$ cat config.mk
export PLATFORM = sky130hd
export DESIGN_NAME = mem_burst_sequencer
export DESIGN_NICKNAME = d
export VERILOG_FILES = /design/src/rtl/mem_burst_sequencer_pkg.sv /design/src/rtl/mem_burst_sequencer.sv
export SDC_FILE = /design/constraint.sdc
export NUM_CORES = 1
export LEC_CHECK = 0
export ABC_AREA = 1
export CAP_MARGIN = 30
export CORE_AREA = 2 2 140 142
export DETAILED_ROUTE_END_ITERATION = 12
export DIE_AREA = 0 0 142 144
export PLACE_DENSITY = 0.83
export SYNTH_ARGS = -nofsm -noshare
export SYNTH_HDL_FRONTEND = slang
export SYNTH_SLANG_ARGS = --single-unit
$ cat constraint.sdc
create_clock -name clk -period 5.45 [get_ports clk]
set_clock_uncertainty 0.05 [all_clocks]
set_input_delay 0.545 -clock clk [delete_from_list [all_inputs] [get_ports clk]]
set_output_delay 0.545 -clock clk [all_outputs]
set_load 0.01 [all_outputs]
$ cat src/rtl/mem_burst_sequencer_pkg.sv
// Shared structures for the memory burst sequencer: the command record,
// the FSM state encoding and the default burst limits.
package mem_burst_sequencer_pkg;

  localparam int CMD_WIDTH               = 65;
  localparam int APP_LEN_WIDTH           = 5;
  localparam int DEFAULT_MAX_BURST       = 8;
  localparam int DEFAULT_MAX_OUTSTANDING = 32;

  typedef struct packed {
    logic        readNotWrite;
    logic [31:0] address;
    logic [31:0] length;
  } MemoryCommand;

  typedef enum logic [1:0] {
    IDLE  = 2'd0,
    ISSUE = 2'd1,
    WDATA = 2'd2
  } SeqState;

endpackage

$ cat src/rtl/mem_burst_sequencer.sv
// Splits one word-addressed memory command into aligned bursts, throttling
// reads against the count of words still in flight and streaming write beats.
module mem_burst_sequencer
  import mem_burst_sequencer_pkg::*;
#(
  parameter int max_burst       = DEFAULT_MAX_BURST,
  parameter int max_outstanding = DEFAULT_MAX_OUTSTANDING
) (
  input  logic                     clk,
  input  logic                     reset,
  input  logic                     cmd_valid,
  output logic                     cmd_ready,
  input  logic [CMD_WIDTH-1:0]     cmd_data,
  input  logic                     wr_valid,
  output logic                     wr_ready,
  input  logic [31:0]              wr_data,
  output logic                     app_cmd_valid,
  input  logic                     app_cmd_ready,
  output logic [31:0]              app_addr,
  output logic [APP_LEN_WIDTH-1:0] app_len,
  output logic                     app_rnw,
  output logic                     app_wdata_valid,
  input  logic                     app_wdata_ready,
  output logic [31:0]              app_wdata,
  input  logic                     rd_beat,
  output logic                     busy,
  output logic [31:0]              burst_count
);

  localparam int          OW         = $clog2(max_outstanding) + 1;
  localparam logic [31:0] BURST_SIZE = 32'(max_burst);
  localparam logic [31:0] BURST_MASK = 32'(max_burst - 1);

  SeqState                  r_state;
  SeqState                  w_nextState;
  logic [31:0]              r_addr;
  logic [31:0]              r_remaining;
  logic                     r_rnw;
  logic [OW-1:0]            r_outstanding;
  logic [APP_LEN_WIDTH-1:0] r_beats;
  logic [31:0]              r_burstCount;

  MemoryCommand             w_cmd;
  logic [31:0]              w_room;
  logic [APP_LEN_WIDTH-1:0] w_burstLen;
  logic [32:0]              w_outPlusLen;
  logic                     w_readOk;
  logic                     w_cmdFire;
  logic                     w_appFire;
  logic                     w_beatFire;
  logic                     w_lastBeat;
  logic [31:0]              w_remainingAfter;
  logic [OW-1:0]            w_outInc;
  logic [OW-1:0]            w_outDec;

  assign w_cmd = cmd_data;

  // Room left before the next aligned max_burst boundary caps every burst.
  assign w_room     = BURST_SIZE - (r_addr & BURST_MASK);
  assign w_burstLen = (r_remaining < w_room) ? r_remaining[APP_LEN_WIDTH-1:0]
                                             : w_room[APP_LEN_WIDTH-1:0];

  assign w_outPlusLen     = 33'(r_outstanding) + 33'(w_burstLen);
  assign w_readOk         = w_outPlusLen <= 33'(max_outstanding);
  assign w_cmdFire        = cmd_valid && cmd_ready;
  assign w_appFire        = app_cmd_valid && app_cmd_ready;
  assign w_beatFire       = app_wdata_valid && app_wdata_ready;
  assign w_lastBeat       = w_beatFire && (r_beats == APP_LEN_WIDTH'(1));
  assign w_remainingAfter = r_remaining - 32'(w_burstLen);
  assign w_outInc         = (w_appFire && r_rnw) ? OW'(w_burstLen) : '0;
  assign w_outDec         = (rd_beat && (r_outstanding != '0)) ? OW'(1) : '0;

  always_ff @(posedge clk or posedge reset) begin
    if (reset) r_state <= IDLE;
    else       r_state <= w_nextState;
  end

  always_comb begin
    w_nextState = r_state;
    case (r_state)
      IDLE:  if (w_cmdFire && (w_cmd.length != 32'd0)) w_nextState = ISSUE;
      ISSUE: begin
        if (w_appFire) begin
          if (!r_rnw)                         w_nextState = WDATA;
          else if (w_remainingAfter == 32'd0) w_nextState = IDLE;
        end
      end
      WDATA: begin
        if (w_lastBeat) w_nextState = (w_remainingAfter == 32'd0) ? IDLE : ISSUE;
      end
      default: w_nextState = IDLE;
    endcase
  end

  // Write beats pass straight through, gated so nothing leaks outside WDATA.
  always_comb begin
    cmd_ready       = (r_state == IDLE);
    busy            = (r_state != IDLE);
    app_cmd_valid   = (r_state == ISSUE) && (!r_rnw || w_readOk);
    wr_ready        = (r_state == WDATA) && app_wdata_ready;
    app_wdata_valid = (r_state == WDATA) && wr_valid;
    app_wdata       = (r_state == WDATA) ? wr_data : 32'd0;
  end

  assign app_addr    = r_addr;
  assign app_len     = w_burstLen;
  assign app_rnw     = r_rnw;
  assign burst_count = r_burstCount;

  // Address and remaining only move once a burst is fully committed,
  // which keeps app_addr/app_len frozen while a burst waits for ready.
  always_ff @(posedge clk or posedge reset) begin
    if (reset) begin
      r_addr        <= 32'd0;
      r_remaining   <= 32'd0;
      r_rnw         <= 1'b0;
      r_outstanding <= '0;
      r_beats       <= '0;
      r_burstCount  <= 32'd0;
    end else begin
      if (w_cmdFire) begin
        r_addr      <= w_cmd.address;
        r_remaining <= w_cmd.length;
        r_rnw       <= w_cmd.readNotWrite;
      end
      if (w_appFire) begin
        r_burstCount <= r_burstCount + 32'd1;
        if (r_rnw) begin
          r_addr      <= r_addr + 32'(w_burstLen);
          r_remaining <= w_remainingAfter;
        end else begin
          r_beats <= w_burstLen;
        end
      end
      if (w_beatFire) begin
        r_beats <= r_beats - APP_LEN_WIDTH'(1);
        if (w_lastBeat) begin
          r_addr      <= r_addr + 32'(w_burstLen);
          r_remaining <= w_remainingAfter;
        end
      end
      r_outstanding <= r_outstanding + w_outInc - w_outDec;
    end
  end

endmodule

==> results by group <==
Yosys
  • Count of different cell masters after synthesis: 43
  • Most used flip-flop cell after synthesis: dfrtp_1
  • Mapped Cells: about 1300
  • Flip-flop and latch count after synthesis: 110
  • Cell area after synthesis: about 0.0086 mm²
  • Synth cell count leaders: 342 x nand2_1, 186 x nor2_1, 182 x inv_1, 110 x dfrtp_1, 107 x o21ai_0
  • Portion of the post-synthesis area used by sequential elements: around 32%
  • Fraction of synthesis flops using an asynchronous set or reset pin: between 90% and 100%
  • Post-synthesis area per instance: 6.65 µm²
  • Share of the synthesized area in the top cell type: approximately 32%
  • Area contributors post-synth: dfrtp_1 32%, nand2_1 15%, nor2_1 8.1%
  • Yosys Warn Count: 0
  • Library cell with the largest summed area after synthesis: dfrtp_1
  • EDFF count, synth: 0
  • Most frequent cell after synthesis: nand2_1

Route
  • Via density per instance: between 5 and 6
  • Count of TritonRoute iterations in the first routing pass: 7
  • ANT nets after route: 0
  • Residual DRC: 0
  • Routed wire length: 26400 µm
  • DRC marker count from the first detailed-route iteration: roughly 840
  • Via count: 9326
  • Average detailed-routed wire length per instance: about 15 µm

Floorplanning
  • Die Wd: ~140 µm
  • Initial core utilization: between 40 and 50%
  • Total die area: approximately 0.020 mm²
  • Die Y-Extent: about 140 µm
  • Row count: a little over 50
  • Core area: 0.0191 mm²
  • Num ports: roughly 210

Pwr
  • Leakage power: 5.33 nW
  • Worst supply voltage drop on vdd: ~0.39 mV
  • Power per Cell Area: around 550 mW/mm²

Worst setup path
  • Start of the worst register-to-register path: app_addr[0]$_DFF_PP0_
  • Worst reg2reg path endpoint: r_outstanding[5]$_DFF_PP0_
  • Worst path most repeated cell: nand2_1
  • Flop-to-flop setup slack: approximately 0.27 ns
  • Arrival time worst endpoint: between 5 and 6 ns
  • Maximum fanout along the worst path: 4
  • Type of destination of the critical path: flip-flop
  • Worst Reg2Reg Path Length in Cells: 32
  • Category of the worst setup path launch point: flip-flop
  • Critical path's slowest cell: dfrtp_1
  • Crit-path max cell delay: between 0.4 and 0.5 ns
  • Critical path data required time: 5.64 ns
  • CP Class: reg2reg

Clock network
  • Clock insertion delay at the later pin of the skew report: around 0.36 ns
  • Deepest clock path buffer count: 2
  • Clock tree from TritonCTS: done
  • Number of buffers created by CTS: 9
  • Clk Tree Root Cell: clkbuf_16
  • Sinks on the clock net: 110
  • H-tree lvl count: 3
  • Number of buffers inserted for hold repair after clock tree synthesis: 0
  • Worst-path clk slew: around 0.08 ns

Cells and area
  • Filler-free cell count of the finished design: about 1700
  • Final layout net count: 1641
  • Final Util: between 50% and 60%
  • Share of cells above drive strength 1: between 4 and 5%
  • Sequential cell area: between 0.002 and 0.003 mm²
  • Antenna cell count: 0
  • Area of combinational cells with multiple inputs: a little over 0.005 mm²
  • Final-layout fill cell count: 1701
  • Area grow syn2layout: 32.3%

Global route
  • Global-route wire length before repair: between 40000 and 50000 µm
  • Global routing usage summed across all routing layers: approximately 25%
  • Initial antenna violation count: 0
  • GRT overflow: 0
  • Number of global-route vias before repair: ~8600
  • Maximum number of pins on one net before global-route repair: between 70 and 80

Timing
  • Total Neg Setup Slack: 0 ns
  • Period minus WS final: 5.18 ns
  • Final Hold Fails: 0
  • Final setup viols: 0
  • Max_slew headroom: ~58%
  • Max Slew Vio Count: 0
  • Peak clock frequency supported by timing: ~190 MHz
  • Pin slew with the least headroom to its limit: ~0.63 ns
  • Share of the clock period used by the worst path after layout: between 90 and 100%

Outcome
  • Outcome: complete, no violations

Place
  • # port buffers: about 210
  • Sum of net half-perimeters after detailed placement: approximately 20000 µm
  • Final Wtd Congestion: 0.931
  • Post-Place Cells: about 1700

Job
  • Maximum capacitance violations: 0

Min path
  • Worst min-delay path class: in2async
==> cells by family after synthesis <==
| logic type | Yosys count | synth area share (%) |
|---|---|---|
| adders and majority gates | 35 | 5.44 |
| and+or+nand+nor | 688 | 33.7 |
| xor gates and xnor gates | 71 | 7.23 |
| buffers and inverters | 217 | 9.91 |
| DFF | 110 | 32.0 |
| muxes | 16 | 1.89 |
| other | 2 | 0.0874 |
| AOI/OAI and AO/OA | 154 | 9.74 |
==> cell type report <==
class | count | area share, %
Clock buffer | 9 | 1.98
Tap cell | 238 | 2.62
Inverter | 184 | 6.09
Clock inverter | 7 | 0.627
Multi-Input combinational cell | 968 | 44.4
Sequential cell | 110 | 24.2
Timing Repair Buffer | 229 | 20.1
==> how the worst max path moves through the flow <==
| stage | slack [ns] | endpoint | start | cells after the start |
|---|---|---|---|---|
| detailed placement | 0.04 | r_outstanding[5]$_DFF_PP0_ | app_addr[1]$_DFF_PP0_ | 32 |
| CTS | 0.01 | r_outstanding[5]$_DFF_PP0_ | app_addr[0]$_DFF_PP0_ | 32 |
| global placement | 0.27 | r_outstanding[5]$_DFF_PP0_ | app_addr[1]$_DFF_PP0_ | 32 |
| global route | -0.03 | r_outstanding[5]$_DFF_PP0_ | app_addr[0]$_DFF_PP0_ | 32 |
| floorplan | 0.04 | r_outstanding[5]$_DFF_PP0_ | app_addr[1]$_DFF_PP0_ | 31 |
| finish | 0.27 | r_outstanding[5]$_DFF_PP0_ | app_addr[0]$_DFF_PP0_ | 32 |
==> sequential cells by signal (all words and copies together), names as in the netlist <==
register / cells
r_beats: 5
r_state: 2
app_rnw: 1
burst_count: 32
r_outstanding: 6
app_addr: 32
r_remaining: 32
==> repair_timing <==
item | 4_1_cts | 5_1_grt
pin swaps | 1 | 5
gates cloned | 0 | 0
endpoints found under the setup margin | 1 | 3
resized for setup | 3 | 13
buffers inserted | 1 | 7
==> worst max-delay path: cells and delay by family (launching register included) <==
kind / cells / cell delay (ns)
adder cells (fa/ha/maj): 6 / 1.68
XOR/XNOR: 2 / 0.29
AND/OR/NAND/NOR: 10 / 0.94
flip-flops: 1 / 0.41
AO/OA/AOI/OAI: 8 / 1.23
buffers and inverters: 6 / 0.46
==> report_power, final <==
part / switching (mW) / internal, mW
clock: 0.353 / 0.323
sequential: 0.398 / 1.17
combinational: 2.37 / 1.62
==> stage by stage <==
step | area (µm²) | setup slack [ns] | power (mW) | hold WS [ns]
after global placement | 10900 | 0.270 | 5.24 | 0.410
after global routing | 11400 | -0.0302 | 6.79 | 0.408
after floorplan | 8600 | 0.0397 | 4.07 | 0.454
after CTS | 11300 | 0.0146 | 6.10 | 0.428
after detailed placement | 10900 | 0.0358 | 5.37 | 0.414
final | 11400 | 0.266 | 6.24 | 0.395
==> routing by layer <==
metal  part of all wire (%)  GRT usage (%)
met5                      0              0
met4                    3.3           10.3
met3                    6.7           3.91
met2                     48           41.5
met1                     42           33.2
==> layout by cell type, fill, tap and decap left out, types with 24 or more instances in the layout <==
cell,count
nand4_1,35
xor2_1,53
nor3_1,25
inv_1,178
dfrtp_1,109
clkdlybuf4s50_1,209
o21ai_0,105
nand3_1,68
nand2_1,340
a21oi_1,24
nor2_1,186
ha_1,29
Power figures use the tool's default switching activity.
